<file path="src/rtl/ecdsa_uop_sequencer.sv">
// Microprogram sequencer for the ECDSA point engine.
// Walks the externally muxed microcode ROM from address 0, decodes each
// micro-op, evaluates its execution condition against the latched compare
// flag, issues enabled ops to the modular-arithmetic worker and waits for
// completion. A program ends on the first RDY opcode; running off the end
// of the ROM or a worker timeout aborts with err set.
//
//   state    | meaning
//   ---------+--------------------------------------------------------
//   S_IDLE   | program done or never started; rdy high, waits for ena
//   S_FETCH  | rom_addr presented, one cycle of ROM read latency
//   S_DECODE | rom_data valid; latch fields, check RDY and exec condition
//   S_ISSUE  | uop_ena strobe for exactly one cycle, timeout counter loaded
//   S_WAIT   | fields held, waiting for uop_rdy or timeout
module ecdsa_uop_sequencer #(
    parameter int         UOP_W      = 20,
    parameter int         ADDR_W     = 6,
    parameter logic [3:0] OPCODE_RDY = 4'd0,
    parameter logic [3:0] OPCODE_CMP = 4'd1,
    parameter int         TIMEOUT    = 1023
) (
    input  logic              clk,
    input  logic              rst_n,
    input  logic              ena,
    output logic              rdy,
    output logic              err,
    output logic [ADDR_W-1:0] rom_addr,
    input  logic [UOP_W-1:0]  rom_data,
    output logic [3:0]        uop_opcode,
    output logic [4:0]        uop_src1,
    output logic [4:0]        uop_src2,
    output logic [3:0]        uop_dst,
    output logic              uop_ena,
    input  logic              uop_rdy,
    input  logic              uop_cmp_eq,
    output logic              cmp_flag
);

    localparam int            TMO_W    = 10;
    // Down-counter is loaded with TIMEOUT-1 so that the abort lands exactly
    // TIMEOUT cycles after entering WAIT.
    localparam logic [TMO_W-1:0] TMO_LOAD = TMO_W'(TIMEOUT - 1);

    typedef enum logic [2:0] {
        S_IDLE,
        S_FETCH,
        S_DECODE,
        S_ISSUE,
        S_WAIT
    } state_t;

    state_t           state, state_nxt;
    logic [TMO_W-1:0] tmo_cnt;
    logic             exec_ok;
    logic             last_addr;
    logic             tmo_done;
    logic [3:0]       dec_opcode;
    logic [1:0]       dec_exec;

    assign dec_opcode = rom_data[19:16];
    assign dec_exec   = rom_data[1:0];
    assign last_addr  = (rom_addr == {ADDR_W{1'b1}});
    assign tmo_done   = (tmo_cnt == '0);

    // Execution condition of the op on rom_data; 2'b11 is reserved and runs unconditionally.
    always_comb begin
        exec_ok = 1'b1;
        case (dec_exec)
            2'b01:   exec_ok = cmp_flag;
            2'b10:   exec_ok = ~cmp_flag;
            default: exec_ok = 1'b1;
        endcase
    end

    // State register.
    always_ff @(posedge clk or negedge rst_n) begin
        if (!rst_n) begin
            state <= S_IDLE;
        end else begin
            state <= state_nxt;
        end
    end

    // Next-state decode plus the two state-derived outputs.
    always_comb begin
        state_nxt = state;
        rdy       = 1'b0;
        uop_ena   = 1'b0;
        case (state)
            S_IDLE: begin
                rdy = 1'b1;
                if (ena) state_nxt = S_FETCH;
            end
            S_FETCH: state_nxt = S_DECODE;
            S_DECODE: begin
                if (dec_opcode == OPCODE_RDY) state_nxt = S_IDLE;
                else if (exec_ok)             state_nxt = S_ISSUE;
                else if (last_addr)           state_nxt = S_IDLE;
                else                          state_nxt = S_FETCH;
            end
            S_ISSUE: begin
                uop_ena   = 1'b1;
                state_nxt = S_WAIT;
            end
            S_WAIT: begin
                if (uop_rdy)       state_nxt = last_addr ? S_IDLE : S_FETCH;
                else if (tmo_done) state_nxt = S_IDLE;
            end
            default: state_nxt = S_IDLE;
        endcase
    end

    // Address, latched fields, compare flag, error flag and timeout counter.
    always_ff @(posedge clk or negedge rst_n) begin
        if (!rst_n) begin
            rom_addr   <= '0;
            uop_opcode <= '0;
            uop_src1   <= '0;
            uop_src2   <= '0;
            uop_dst    <= '0;
            cmp_flag   <= 1'b0;
            err        <= 1'b0;
            tmo_cnt    <= '0;
        end else begin
            case (state)
                S_IDLE: begin
                    if (ena) begin
                        rom_addr <= '0;
                        err      <= 1'b0;
                        cmp_flag <= 1'b0;
                    end
                end
                S_DECODE: begin
                    uop_opcode <= dec_opcode;
                    uop_src1   <= rom_data[15:11];
                    uop_src2   <= rom_data[10:6];
                    uop_dst    <= rom_data[5:2];
                    if (dec_opcode != OPCODE_RDY && !exec_ok) begin
                        if (last_addr) err      <= 1'b1;
                        else           rom_addr <= rom_addr + 1'b1;
                    end
                end
                S_ISSUE: tmo_cnt <= TMO_LOAD;
                S_WAIT: begin
                    if (uop_rdy) begin
                        if (uop_opcode == OPCODE_CMP) cmp_flag <= uop_cmp_eq;
                        if (last_addr) err      <= 1'b1;
                        else           rom_addr <= rom_addr + 1'b1;
                    end else if (tmo_done) begin
                        err <= 1'b1;
                    end else begin
                        tmo_cnt <= tmo_cnt - 1'b1;
                    end
                end
                default: ;
            endcase
        end
    end

endmodule
</file>
<file path="config.mk">
export PLATFORM = sky130hd
export DESIGN_NAME = ecdsa_uop_sequencer
export DESIGN_NICKNAME = d
export VERILOG_FILES = /design/src/rtl/ecdsa_uop_sequencer.sv
export SDC_FILE = /design/constraint.sdc
export NUM_CORES = 1
export LEC_CHECK = 0
export ABC_AREA = 1
export BUFFER_PORTS_ARGS = -buffer_cell sky130_fd_sc_hd__buf_2
export CAP_MARGIN = 0
export CORE_UTILIZATION = 30
export CTS_BUF_LIST = sky130_fd_sc_hd__clkbuf_4
export DETAILED_ROUTE_END_ITERATION = 10
export PLACE_DENSITY = 0.54
export SLEW_MARGIN = 5
export SYNTH_ARGS = -nofsm -noshare
export SYNTH_HDL_FRONTEND = slang
export SYNTH_SLANG_ARGS = --single-unit
</file>
<file path="constraint.sdc">
create_clock -name clk -period 2.9 [get_ports clk]
set_clock_uncertainty 0.1 [all_clocks]
set_input_delay 0.145 -clock clk [delete_from_list [all_inputs] [get_ports clk]]
set_output_delay 0.145 -clock clk [all_outputs]
set_load 0.05 [all_outputs]
</file>
==> results of run 1 <==
-- critical path, delay by kind of cell (launching register included) --
kind / cells / cell delay, ps
buf+inv: 2 / 370
flops: 1 / 450
simple gates: 7 / 800
-- cells in the mapped netlist, types with 2 or more instances --
master,n,area [µm²]
nand2_1,111,417
dfrtp_1,39,976
nand3_1,27,135
nor2_1,25,93.8
inv_1,24,90.1
inv_2,8,30.0
o21ai_2,7,61.3
o21ai_0,6,30.0
ha_1,4,50.1
nand2_2,4,25.0
nand3_2,3,30.0
nor3_1,3,15.0
buf_2,2,10.0
nand2_4,2,22.5
nand2_8,2,40.0
nand4_1,2,12.5
nor2_4,2,22.5
xor2_1,2,17.5
-- per-layer routing --
layer / GRT usage / part of all wire / up-vias
met5: 0 / 0 / -
met4: 0.0545 / 0.017 / 0
met3: 0.0398 / 0.055 / 7
met2: 0.235 / 0.46 / 54
met1: 0.186 / 0.46 / 885
li1: - / - / 1033
-- metrics by stage --
step	util	std cells	instance area [µm²]	hold WS (ps)	worst slack, ps
after global routing	0.405	457	2780	64.0	876
after CTS	0.405	457	2780	61.4	1060
after floorplan	-	284	2160	-251	886
after global placement	0.367	429	2520	229	1140
final	0.405	457	2780	67.1	1070
after detailed placement	0.367	429	2520	228	1090
-- state kept, by name, indices dropped and copies added (netlist names) --
signal,cells
rom_addr,6
uop_src2,5
uop_dst,4
cmp_flag,1
err,1
uop_src1,5
state,3
uop_opcode,4
tmo_cnt,10
-- kinds of logic (layout without fill, tap and decap cells) --
family          after synthesis  in the layout  synth area share
flops                        39             39             0.451
simple gates                185            185             0.388
fa+ha+maj                     4              4            0.0231
compound gates               15             15            0.0480
xor+xnor                      3              3            0.0122
buf+inv                      38            115            0.0770
-- cell type report --
cell class                 instances  share of cell area
sequential                        39               0.351
timing repair buffer              73               0.168
tap                               96              0.0432
clock buffer                       5              0.0135
multi-input combinational        207               0.367
inverter                          34              0.0495
clock inverter                     3             0.00720
-- repair_timing --
action,4_1_cts,5_1_grt
gates resized for setup,0,0
hold endpoints to repair,58,0
hold buffers,20,0
-- cell usage in the layout, fill, tap and decap left out --
cell	n
nand2_1	111
buf_2	52
dfrtp_1	39
nand3_1	27
nor2_1	25
inv_1	24
dlygate4sd3_1	20
inv_2	8
o21ai_2	7
o21ai_0	6
clkbuf_4	5
nand2_2	4
ha_1	4
nand3_2	3
nor3_1	3
nor2_4	2
nand2_4	2
nand2_8	2
xor2_1	2
nand4_1	2
clkinvlp_4	2
nor2_2	1
inv_8	1
inv_4	1
or2_1	1
o31ai_1	1
nand3b_1	1
xnor2_1	1
or2_2	1
o21ai_1	1
clkinv_2	1
buf_4	1
-- power by group --
part           total, µW  switching [µW]  internal (µW)
clock network        287             194           92.6
logic               1760            1270            483
registers            982             197            784
total               3030            1670           1360
-- path summary, 6_finish.rpt --
kind,from,endpoint,slack (ps),cells past startpoint
max,state[2],rom_addr[5],1070,9
max reg2reg,state[2],rom_addr[5],1070,9
max in group asynchronous,rst_n,tmo_cnt[1],1820,2
min,ena,state[0],70,5
min in group asynchronous,rst_n,tmo_cnt[5],330,2
min reg2reg,uop_dst[3],uop_dst[3],390,2
==> metrics.yaml, run 1 <==
power_uw: 3030
tritoncts: "done"
setup_viol: 0
period_needed_ps: 1830
synth_edf_count: 0
h-tree-depth: 2
yosys_warnings: 0
rsz0062_at_grt: "no"
die_y_um: 86.9
netlist_instances: 284
crit_chain: "inv_2 > nand2_1 > nor2_1 > buf_4 > nand3_1 > nand2_1 > nand2_2 > nand2_1 > nand2_1"
synth_ff_type: "dfrtp_1"
grt_pass1_vias: 1844
hold_viol: 0
hold_class: "input port to flop"
cts.sinks: 39
vdd_drop_max_v: 0.000486
start_kind: "flop"
slew_headroom: 0.415
nNetsFinal: 389
syn_avg_cell_area_um2: 7.61
cp.required_ps: 3050
globalRouteOverflowTotal: 0
coreArea_um2: 6870
crit_type: "flop to flop"
initial_core_util: 0.315
grt_pass1_wl_mm: 8.52
synth_cell_type_count: 29
route.detailed.drc: 0
multiInputGateArea_um2: 1020
area_delta_synth_final_pct: 28.5
crit_top_cell: "nand2_1"
slowest_stage: "dfrtp_1"
drv_slew: 0
async_reset_ff_frac: 1.00
wl_per_cell_um: 10.8
track_usage: 0.145
antenna_found_initial: 0
detail_route.iter0.violations: 65
numCtsBuffers: 5
arrival_ps: 1980
dpl.hpwl_mm: 3.47
cts_root_buf: "clkbuf_4"
ys_seq_area_frac: 0.451
num_vias: 1979
dieArea_um2: 7550
avgViaCountPerCell: 4.33
synth_area_um2: 2160
final-seq-area_um2: 976
fmax_mhz: 547
power_leakage_uw: 0.00150
worstMarginPinSlew_ps: 878
power_density_nw_per_um2: 1090
clkTransAtPathRegs_ps: 130
max_stage_delay_ps: 450
gp_congestion: 0.766
ant_nets: 0
insertion_delay_ps: 360
grt_max_degree: 40
dr.pass1.iters: 4
critical_path.max_fanout: 20
routed_wl_mm: 4.94
io_pins: 53
diodes: 0
maxCapViolCount: 0
status: "finished, final reports clean"
synth_nets: 313
endpoint_kind: "flop"
post_cts_buffers: 0
fill_cells: 710
portBuffers: 52
finalCritPeriodShare: 0.631
drive_above_1_share: 0.258
rows: 30
tns_ps: 0
synth-seq-cells: 39
die_w_um: 86.9
cts_max_path_buffers: 2
Note: power is estimated with default switching activity, not from simulation.
==> inputs of run 2 (changes only) <==
==> constraint.sdc (replaced) <==
create_clock -name clk -period 1.7 [get_ports clk]
set_clock_uncertainty 0.1 [all_clocks]
set_input_delay 0.085 -clock clk [delete_from_list [all_inputs] [get_ports clk]]
set_output_delay 0.085 -clock clk [all_outputs]
set_load 0.05 [all_outputs]
==> run 2 against run 1 <==
Compared with the run above:
- register-to-register slack worse by 990 ps
- clock-buffer cell count grew 1
- largest power group unchanged
- routed wire length grew 4.7%
- combinational power is 93% higher
- die area stayed put
- flip-flop and latch count stayed put
- clock power increased to 2.8 times the previous value
- hold slack got worse by 29 ps
- first-iteration DRC count grew 14%
- largest cell class unchanged
- non-clock buffer count rose by 15
- critical path depth increased by 1
==> metrics.yaml, run 2 (synthesis results as in run 1) <==
status: "finished, final reports clean"
utilization: 0.438
globalRouteOverflowTotal: 0
cts_max_path_buffers: 2
cts_root_buf: "clkbuf_4"
antenna_found_initial: 0
slew_headroom: 0.668
final_common_cell: "nand2_1"
mostFrequentLayoutCells: "108 x nand2_1, 51 x buf_2, 37 x dfrtp_1"
endpoint_kind: "flop"
power_density_nw_per_um2: 1950
portBuffers: 52
die_y_um: 86.9
worstMarginPinSlew_ps: 498
drive_above_1_share: 0.322
start_kind: "flop"
period_needed_ps: 1620
fmax_mhz: 619
tritoncts: "done"
path_buf_inv: 2
largest_register_ffs: 10
diodes: 0
max_stage_delay_ps: 410
crit_type: "flop to flop"
power_leakage_uw: 0.00160
routed_wl_mm: 5.17
hold_class: "input port to flop"
layout_setup_ws_ps: 83.6
hold_viol: 0
dieArea_um2: 7550
gp_congestion: 0.802
drv_slew: 0
crit_chain: "inv_2 > ha_4 > nand2_2 > nor2_4 > nand3_2 > nand2_8 > nand2_8 > buf_8 > nand3_2 > nand2_1"
die_w_um: 86.9
finalCritPeriodShare: 0.951
io_pins: 53
dp_slack_ps: 72.1
dpl.hpwl_mm: 3.49
initial_core_util: 0.315
cts.sinks: 39
route.detailed.drc: 0
maxCapViolCount: 0
top_register: "tmo_cnt"
detail_route.iter0.violations: 74
cp-startpoint: "tmo_cnt[0]"
insertion_delay_ps: 340
dr.pass1.iters: 4
avgViaCountPerCell: 4.39
power_uw: 5860
nNetsFinal: 404
rows: 30
critical_path.max_fanout: 8
wl_per_cell_um: 11.0
area_delta_synth_final_pct: 39.0
critical_path.top_delay_family: "simple AND/OR/NAND/NOR gates"
grt_pass1_vias: 1831
worst_r2r_startpoint: "tmo_cnt[0]"
numCtsBuffers: 5
grt_pass1_wl_mm: 8.45
cp.required_ps: 1840
h-tree-depth: 2
track_usage: 0.144
top_regs: "tmo_cnt (10), rom_addr (6)"
grt_max_degree: 40
hp-start: "ena"
slowest_stage: "dfrtp_1"
ant_nets: 0
coreArea_um2: 6870
arrival_ps: 1760
num_vias: 2070
vdd_drop_max_v: 0.000924
clkTransAtPathRegs_ps: 120
setup_viol: 0
==> run 2: repair_timing <==
action                                  4_1_cts  5_1_grt
resized for setup                             0       19
hold buffers                                 20        0
buffers inserted                              0        8
endpoints found under the setup margin        0       18
hold endpoints to repair                     58        0
==> run 2: layer usage <==
metal,up-vias,wire length (µm),global-route usage
met2,43,2380,0.231
met3,4,192,0.0341
met5,-,0,0
li1,1065,-,-
met4,0,72,0.0409
met1,958,2520,0.194
==> run 2: report_power, final <==
| part | total, µW | switching, µW | leakage [µW] | internal, µW |
|---|---|---|---|---|
| clock | 792 | 317 | 0.0000559 | 475 |
| combinational | 3390 | 2330 | 0.00106 | 1070 |
| sequential | 1670 | 329 | 0.000485 | 1340 |
| total | 5860 | 2970 | 0.00160 | 2880 |
==> run 2: worst paths after layout <==
path                          endpoint  slack, ps  cells after the start
min reg2reg                 uop_dst[1]        390                      2
max in group asynchronous  rom_addr[0]        920                      3
max reg2reg                 tmo_cnt[0]         80                     10
min in group asynchronous   tmo_cnt[7]        210                      3
min                           state[0]         40                      5
max                         tmo_cnt[0]         80                     10
==> run 2: final cells by class <==
type / count / area (µm²)
Clock buffer: 6 / 45.0
Clock inverter: 2 / 60.1
Fill cell: 704 / 3860
Inverter: 34 / 138
Multi-Input combinational cell: 207 / 1070
Sequential cell: 39 / 978
Tap cell: 96 / 120
Timing Repair Buffer: 88 / 594
==> run 2: through the flow <==
step / instances / hold WS [ps] / TNS, ps / instance area (µm²)
3_5_place_dp: 436 / 83.3 / 0 / 2580
4_1_cts: 464 / 25.6 / 0 / 2890
6_report: 472 / 38.2 / 0 / 3010
2_1_floorplan: 284 / -311 / 0 / 2170
5_1_grt: 472 / 35.8 / -105 / 3010
3_3_place_gp: 436 / 83.7 / 0 / 2580
==> run 2: worst register-to-register path, stage by stage (launching register included) <==
cell     delay (ps)
dfrtp_1         410
inv_2            90
ha_4            150
nand2_2          70
nor2_4          130
nand3_2         140
nand2_8         120
nand2_8          70
buf_8           150
nand3_2          50
nand2_1          50
==> inputs of run 3 (changes only) <==
--- a/config.mk
+++ b/config.mk
@@ -12,6 +12,7 @@
 export CTS_BUF_LIST = sky130_fd_sc_hd__clkbuf_4
 export DETAILED_ROUTE_END_ITERATION = 10
 export PLACE_DENSITY = 0.54
+export RECOVER_POWER = 50
 export SLEW_MARGIN = 5
 export SYNTH_ARGS = -nofsm -noshare
 export SYNTH_HDL_FRONTEND = slang
==> run 3 against run 2 <==
Compared with the run above:
- combinational power down 1%
- first-iteration DRC count up 2.7%
- setup slack about the same
- sequential power about the same
- hold slack about the same
- register-to-register slack about the same
==> metrics.yaml, run 3 (synthesis results as in run 1) <==
layout_setup_ws_ps: 83.6
hold_viol: 0
top_register: "tmo_cnt"
multiInputGateArea_um2: 1070
initial_core_util: 0.315
routed_wl_mm: 5.17
rows: 30
period_needed_ps: 1620
portBuffers: 52
finish.instance_area_um2: 2990
critical_path.max_fanout: 8
r2r_slack_ps: 80
diodes: 0
gp_congestion: 0.802
fmax_mhz: 619
cts_max_path_buffers: 2
h-tree-depth: 2
worstMarginPinSlew_ps: 980
route.detailed.drc: 0
worstHoldEndpoint: "state[0]"
clkTransAtPathRegs_ps: 120
area_delta_synth_final_pct: 38.1
crit_type: "flop to flop"
cts_root_buf: "clkbuf_4"
mostFrequentLayoutCells: "108 x nand2_1, 38 x buf_2, 37 x dfrtp_1"
grt_pass1_wl_mm: 8.45
die_w_um: 86.9
cp.required_ps: 1840
status: "finished, final reports clean"
grt_pass1_vias: 1831
hp-start: "ena"
die_y_um: 86.9
switching_share: 0.512
pwr-share-seq: 0.288
largest_register_ffs: 10
tns_ps: 0
final-seq-area_um2: 978
p_switching_uw: 2980
clock_power_share: 0.136
avgViaCountPerCell: 4.39
detail_route.iter0.violations: 76
placed_cell_area_um2: 2580
hold_class: "input port to flop"
power_density_nw_per_um2: 1950
antenna_found_initial: 0
worst_r2r_startpoint: "tmo_cnt[0]"
numCtsBuffers: 5
setup_viol: 0
dp_slack_ps: 72.1
r2r_cells: 10
tritoncts: "done"
cts.sinks: 39
dr.pass1.iters: 4
hold_depth: 5
globalRouteOverflowTotal: 0
coreArea_um2: 6870
p_int_uw: 2840
r2r_end: "tmo_cnt[0]"
wl_per_cell_um: 11.0
arrival_ps: 1760
power_leakage_uw: 0.00156
track_usage: 0.144
drive_above_1_share: 0.287
fill_cells: 717
dieArea_um2: 7550
endpoint_kind: "flop"
top_regs: "tmo_cnt (10), rom_addr (6)"
slew_headroom: 0.347
power_frac_comb: 0.576
ant_nets: 0
io_pins: 53
final_common_cell: "nand2_1"
vdd_drop_max_v: 0.000916
maxCapViolCount: 0
grt_max_degree: 40
dpl.hpwl_mm: 3.49
nNetsFinal: 404
start_kind: "flop"
num_vias: 2071
insertion_delay_ps: 340
finalCritPeriodShare: 0.951
drv_slew: 0
run 3: cell types whose count changed in the layout (fill, tap and decap cells not counted):
cell	previous run	this run
buf_2	51	38
buf_4	14	13
clkbuf_1	0	13
clkbuf_2	0	1
run 3: repair_timing:
item,4_1_cts,5_1_grt
resized for setup,0,19
endpoints found under the setup margin,0,18
hold buffers,20,0
hold endpoints to repair,58,0
buffers inserted,0,8
run 3: worst max path at each step:
stage	from	end	slack [ps]	depth (start not counted)
floorplan	rom_addr[0]	rom_addr[5]	30	9
global placement	rom_addr[1]	rom_addr[0]	110	9
detailed placement	rom_addr[1]	rom_addr[1]	70	9
CTS	rom_addr[1]	rom_addr[1]	50	9
global route	tmo_cnt[0]	tmo_cnt[6]	-20	10
finish	tmo_cnt[0]	tmo_cnt[0]	80	10
run 3: area by class of cell:
type | count | share of cell area
Clock buffer | 6 | 0.0151
Clock inverter | 2 | 0.0201
Tap cell | 96 | 0.0402
Sequential cell | 39 | 0.328
Multi-Input combinational cell | 207 | 0.358
Inverter | 34 | 0.0461
Timing Repair Buffer | 88 | 0.193
run 3: power groups by stage:
stage	Sequential (µW)	Combinational (µW)	Clock, µW
2_1_floorplan	2490	1570	0
3_3_place_gp	1670	3110	0
3_5_place_dp	1670	3140	0
4_1_cts	1660	3170	821
5_1_grt	1740	3690	853
6_report	1680	3350	792
run 3: per-layer routing:
layer / share of wire / GRT usage / vias up
met4: 0.014 / 0.0409 / 0
met1: 0.49 / 0.194 / 959
li1: - / - / 1065
met2: 0.46 / 0.231 / 43
met3: 0.035 / 0.0341 / 4
met5: 0 / 0 / -
run 3: worst max-delay path: stages, from the launching register on:
cell	delay, ps
dfrtp_1	410
inv_2	90
ha_4	140
nand2_2	70
nor2_4	130
nand3_2	140
nand2_8	120
nand2_8	70
buf_8	150
nand3_2	50
nand2_1	50
run 3: through the flow:
stage	hold slack (ps)	instances	power [µW]	util
3_5_place_dp	83.3	436	4810	0.376
3_3_place_gp	83.7	436	4780	0.376
2_1_floorplan	-311	284	4060	-
5_1_grt	35.8	472	6280	0.435
4_1_cts	25.6	464	5660	0.421
6_report	38.2	472	5820	0.435
